`config.mk`:
```
export PLATFORM = sky130hd
export DESIGN_NAME = register_file_mp
export DESIGN_NICKNAME = d
export VERILOG_FILES = /design/src/rtl/regfile_pkg.sv /design/src/rtl/regfile_fwd_mux.sv /design/src/rtl/register_file_mp.sv
export SDC_FILE = /design/constraint.sdc
export NUM_CORES = 2
export LEC_CHECK = 0
export ABC_CLOCK_PERIOD_IN_PS = 2500
export CAP_MARGIN = 20
export CORE_ASPECT_RATIO = 1.75
export CORE_MARGIN = 3
export CORE_UTILIZATION = 35
export CTS_CLUSTER_DIAMETER = 80
export CTS_CLUSTER_SIZE = 8
export DETAILED_ROUTE_END_ITERATION = 10
export HOLD_SLACK_MARGIN = 0.15
export PLACE_DENSITY = 0.48
export SLEW_MARGIN = 0
export SYNTH_ARGS = -nofsm -noshare
export SYNTH_HDL_FRONTEND = slang
export SYNTH_SLANG_ARGS = --single-unit
```
`constraint.sdc`:
```
create_clock -name clk -period 2.5 [get_ports clk]
set_input_delay 0.25 -clock clk [delete_from_list [all_inputs] [get_ports clk]]
set_output_delay 0.25 -clock clk [all_outputs]
set_load 0.05 [all_outputs]
```
`src/rtl/regfile_pkg.sv`:
```
// Shared defaults and address helpers for the multi-port register file.
package regfile_pkg;
  localparam int unsigned XLEN_DEF  = 32;
  localparam int unsigned NREG_DEF  = 32;
  localparam int unsigned ZERO_ADDR = 0;

  function automatic logic addr_valid(input logic [31:0] addr, input int unsigned nreg);
    return addr < nreg;
  endfunction
endpackage

```
`src/rtl/regfile_fwd_mux.sv`:
```
// One read port: selects the stored value or the highest-priority same-cycle write.
// Purely combinational; hit_o tells the top that the port is being forwarded.
module regfile_fwd_mux
  import regfile_pkg::*;
#(
  parameter int XLEN     = 32,
  parameter int AW       = 5,
  parameter int NREG     = 32,
  parameter int NWR      = 2,
  parameter int BYPASS   = 1,
  parameter int ZERO_REG = 1
) (
  input  logic [XLEN-1:0]     stored_i,
  input  logic [AW-1:0]       ra_i,
  input  logic [NWR-1:0]      we_i,
  input  logic [NWR*AW-1:0]   wa_i,
  input  logic [NWR*XLEN-1:0] wd_i,
  input  logic                rst_n_i,
  output logic [XLEN-1:0]     rd_o,
  output logic                hit_o
);
  logic fwd_ok;

  always_comb begin
    fwd_ok = (BYPASS != 0) && rst_n_i && addr_valid(32'(ra_i), NREG)
             && !((ZERO_REG != 0) && (32'(ra_i) == ZERO_ADDR));
    rd_o   = stored_i;
    hit_o  = 1'b0;
    // Ascending scan so the highest matching port index is the last assignment.
    for (int j = 0; j < NWR; j++) begin
      if (fwd_ok && we_i[j] && (wa_i[j*AW +: AW] == ra_i)) begin
        rd_o  = wd_i[j*XLEN +: XLEN];
        hit_o = 1'b1;
      end
    end
  end
endmodule

```
`src/rtl/register_file_mp.sv`:
```
// Multi-port integer register file with priority writes, bypass and busy scoreboard.
// Reads are combinational; writes and reservations land on the rising edge.
module register_file_mp
  import regfile_pkg::*;
#(
  parameter int XLEN     = XLEN_DEF,
  parameter int NREG     = NREG_DEF,
  parameter int NRD      = 2,
  parameter int NWR      = 2,
  parameter int BYPASS   = 1,
  parameter int ZERO_REG = 1,
  localparam int AW      = $clog2(NREG)
) (
  input  logic                clk,
  input  logic                rst_n,
  input  logic [NRD*AW-1:0]   ra,
  output logic [NRD*XLEN-1:0] rd,
  input  logic [NWR-1:0]      we,
  input  logic [NWR*AW-1:0]   wa,
  input  logic [NWR*XLEN-1:0] wd,
  input  logic                rsv_en,
  input  logic [AW-1:0]       rsv_a,
  output logic [NRD-1:0]      busy,
  output logic [NREG-1:0]     busy_vec
);
  logic [XLEN-1:0] mem_q [NREG];
  logic [XLEN-1:0] mem_d [NREG];
  logic [NREG-1:0] busy_q, busy_d;

  function automatic logic writable(input logic [AW-1:0] a);
    return addr_valid(32'(a), NREG) && !((ZERO_REG != 0) && (32'(a) == ZERO_ADDR));
  endfunction

  always_comb begin
    mem_d  = mem_q;
    busy_d = busy_q;
    for (int j = 0; j < NWR; j++) begin
      if (we[j] && writable(wa[j*AW +: AW])) begin
        mem_d[wa[j*AW +: AW]]  = wd[j*XLEN +: XLEN];
        busy_d[wa[j*AW +: AW]] = 1'b0;
      end
    end
    // Reserve after writes: a new producer outranks the retiring one.
    if (rsv_en && writable(rsv_a)) begin
      busy_d[rsv_a] = 1'b1;
    end
  end

  always_ff @(posedge clk) begin
    if (!rst_n) begin
      for (int r = 0; r < NREG; r++) begin
        mem_q[r] <= '0;
      end
      busy_q <= '0;
    end else begin
      mem_q  <= mem_d;
      busy_q <= busy_d;
    end
  end

  assign busy_vec = busy_q;

  for (genvar i = 0; i < NRD; i++) begin : g_rd
    logic [AW-1:0]   ra_l;
    logic            ra_ok;
    logic [XLEN-1:0] stored;
    logic            hit;

    assign ra_l   = ra[i*AW +: AW];
    assign ra_ok  = addr_valid(32'(ra_l), NREG);
    assign stored = ra_ok ? mem_q[ra_l] : '0;

    regfile_fwd_mux #(
      .XLEN(XLEN), .AW(AW), .NREG(NREG), .NWR(NWR),
      .BYPASS(BYPASS), .ZERO_REG(ZERO_REG)
    ) u_fwd (
      .stored_i(stored),
      .ra_i    (ra_l),
      .we_i    (we),
      .wa_i    (wa),
      .wd_i    (wd),
      .rst_n_i (rst_n),
      .rd_o    (rd[i*XLEN +: XLEN]),
      .hit_o   (hit)
    );

    assign busy[i] = ra_ok && busy_q[ra_l] && !hit;
  end
endmodule

```
==> key figures <==
Worst setup path
  – Critical register-to-register path endpoint: mem_q[65]
  – Kind of end point of the critical path: output port
  – Cell depth of the worst flop-to-flop path: 4
  – Kind of cell adding the most delay to the critical path: simple AND/OR/NAND/NOR gates
  – Slowest library cell on the worst path: or4_4
  – Logic depth of the worst setup path including buffers: 7
  – CP startpoint kind: flop
  – Setup Crit Path Kind: reg -> out
  – Max Fanout on Critical Path: 3
  – Reg-to-reg slack, setup: 1.51 ns
  – Worst flop-to-flop path startpoint: mem_q[65]
  – Cell breakdown of the critical path: mux4_2, o22a_1, nor2_2, or4_4, a31oi_4, buf_6, buf_12
  – Buf/Inv on CP: 2
  – Arr. time, crit path: 2.78 ns
  – Critical Path Max Stage Delay: 0.49 ns
  – Critical Path RT: 2.25 ns

Yosys
  – Simple-gate area share of the yosys netlist: 0.157
  – Portion of the post-synthesis area used by sequential elements: 0.324
  – Count of flip-flops with a built-in enable after synthesis: 0
  – Area share of xor/xnor cells in the synthesized design: 0.00268
  – Most common flop cell mapped by yosys: dfxtp_1
  – Area share of the leading cell type in the synthesized netlist: 0.324
  – Fraction of synthesis flops using an asynchronous set or reset pin: 0
  – Syn Inst Count: 7,348
  – Ranking of synthesized cells by area: dfxtp_1, mux2i_1, mux4_2
  – Complex-gate fraction of the synthesized area: 0.180
  – Top cell type by total area after synthesis: dfxtp_1
  – Number of storage elements in the synthesis netlist: 1,056
  – Synth Area in Adders: 0
  – Yosys warnings: 0
  – Share of synthesized area spent on multiplexers: 0.263
  – Avg Inst Size Synth: 8.88 um2
  – Cell area after synthesis: 65,300 um2
  – Number of distinct library cells after synthesis: 70
  – Synthesized netlist net count: 7,442
  – Largest family of logic cells by synthesized area: multiplexers

Clock tree
  – Max H-tree Level: 4
  – CTS Buf Count: 158
  – Maximum buffer depth of the clock tree: 4
  – Clock insertion delay at the later pin of the skew report: 0.81 ns
  – Clock tree from TritonCTS: done
  – Hold buffer count at cts: 0
  – CTS clock-pin slew for the worst setup and hold paths: 0.06 ns
  – Clock Tree Root: clkbuf_16
  – Sink count of the clock tree: 1,056

Global routing
  – Initial antenna violation count: 16
  – Overall track demand over capacity in global routing: 0.401
  – Vias in the first global route: 66,600
  – Global-route wire length before repair: 546,000 um
  – Maximum number of pins on one net before global-route repair: 192
  – Global-route congestion overflow total: 0

Power and ir drop
  – Worst IR Drop VDD: 0.414 mV
  – Total power consumption of the routed design: 44.9 mW
  – Leak Pwr: 31.5 nW
  – Pwr/cell area: 528 nW/um2

Route
  – Remaining antenna violation count after routing: 0
  – Top layer used by detailed routing: met5
  – Total via count after detailed routing: 69,000
  – Sum of routed wire length over all layers: 400,000 um
  – Avg WL per Cell: 39.7 um
  – DR DRC count: 0
  – Via density per instance: 6.84
  – Detailed-routed wire length on met3: 44,700 um
  – DR WL met2: 172,000 um
  – Routed metal-1 wirelength: 140,000 um
  – Initial detailed-routing violation count: 9,661
  – Pre-antenna DRT Iters: 6

Floorplanning
  – Area of the core region: 185,000 um2
  – Number of rows in the core area: 209
  – DIE WIDTH: 332 um
  – Die Span Y: 577 um
  – Starting Density: 0.352
  – DIE AREA: 192,000 um2
  – Boundary Pins: 192

Placement
  – Placed Cells: 9,830
  – Dpl hpwl: 267,000 um
  – Placer congestion estimate: 1.01
  – Area after detailed placement: 77,400 um2
  – Port buffer count: 191

Final layout
  – Final #Nets: 7,729
  – Growth of design area from synthesis to finish: 30.2%
  – Leading cell type in the layout, fill and taps excluded: nor2_1
  – Fraction of layout instances using a drive strength above 1: 0.332
  – Finished Cell Area: 85,000 um2
  – Non-filler cells, final: 10,100
  – Leading cell types in the layout, fill and taps excluded: nor2_1, mux2i_1, nand2_1

STA
  – Headroom to the max-slew limit: 0.206
  – Count of final max-slew check failures: 0
  – Crit path setup slack, layout: -0.531 ns
  – Final sum of negative setup slack: -17.43 ns
  – Number of setup violations in the final report: 66
  – Timing-limited maximum frequency: 330 MHz
  – Worst-case hold slack: 0.265 ns
  – Setup skew after layout: 0 ns
  – Tmin final: 3.03 ns
  – Slew at the pin with the worst max-slew slack: 1.19 ns
  – Final Cycle Share: 1.21
  – Endpoints failing hold: 0
  – Unrepaired setup endpoints after global routing: true

Status
  – Status: finished, violations left
  – Failing checks: setup timing

Job
  – # Max-Cap Violations: 0

Hold path
  – Depth of the worst hold-timing path: 5
  – Type of the tightest min-delay check: in -> reg
  – Hold Crit Endpoint: mem_q[1019]
  – Worst hold path startpoint: rst_n
[per-layer routing]
layer / track usage / up-vias
met5: 0 / -
met4: 0.364 / 10
li1: - / 27800
met1: 0.469 / 33900
met3: 0.101 / 1840
met2: 0.604 / 5417
[worst min-delay path, delay by kind of cell]
| family | cells | cell delay [ns] |
|---|---|---|
| buffers and inverters | 4 | 0.60 |
| and+or+nand+nor | 1 | 0.16 |
[layout make-up]
cell class | count | area [um2]
fill | 17300 | 100000
multi-input combinational | 5275 | 42000
sequential | 1056 | 21900
timing repair buffer | 1136 | 13900
clock buffer | 162 | 4020
tap | 2426 | 3040
clock inverter | 5 | 50.0
inverter | 8 | 37.5
antenna | 13 | 32.5
[registers in the layout, summed over array words and instances, names as in the netlist]
register / flops
busy_vec: 32
mem_q: 1024
[report_power, final]
group	total [mW]	switching (mW)	internal [mW]	leakage, nW
Combinational	7.83	4.82	3.01	20.7
Clock	19.6	8.34	11.3	2.00
Sequential	17.5	0.301	17.2	8.82
[logic make-up (layout without fill, tap and decap cells)]
family	after synthesis	count (layout)
and+or+nand+nor	2452	2452
other	0	13
xor gates and xnor gates	20	20
AOI/OAI and AO/OA	1532	1532
muxes	1271	1271
buffers and inverters	1017	1311
DFF	1056	1056
[stage by stage]
stage / worst slack (ns) / utilization
global route: -0.561 / 0.458
finish: -0.531 / 0.459
CTS: -0.513 / 0.452
detailed placement: -0.938 / 0.418
global placement: -0.966 / 0.418
floorplan: -0.294 / -
[worst max path at each step]
| stage | startpoint | to |
|---|---|---|
| floorplan | ra[4] | rd[23] |
| global placement | ra[4] | rd[18] |
| detailed placement | ra[3] | rd[27] |
| CTS | mem_q[85] | rd[21] |
| global route | mem_q[291] | rd[3] |
| finish | mem_q[85] | rd[21] |
[Yosys cell counts, types with 5 or more instances]
master and instances:
a31oi_1 43, nand3_1 249, xor2_1 12, nand2b_1 6
mux4_2 275, nor3b_1 6, nor2_2 5, mux2i_1 935
xnor2_1 8, buf_6 28, mux4_1 61, a221oi_1 5
and2_1 43, clkbuf_8 23, clkbuf_1 660, nand3b_1 8
a21oi_1 48, nor2_1 1100, a211oi_1 531, buf_1 82
o22ai_1 22, nor2b_1 12, a32oi_1 20, and3_1 9
o22a_1 27, dfxtp_1 1056, or4_1 31, nor3_1 14
nand4_1 39, nand2_1 892, a22oi_1 249, buf_2 130
a311oi_1 480, buf_4 74, o22a_2 5, o21ai_0 93
[what timing repair did]
item / CTS / global route
setup buffers: 48 / 29
setup endpoints to repair: 66 / 66
pin swaps: 253 / 160
gates cloned: 6 / 3
gates resized for setup: 826 / 319
Power figures use the tool's default switching activity.
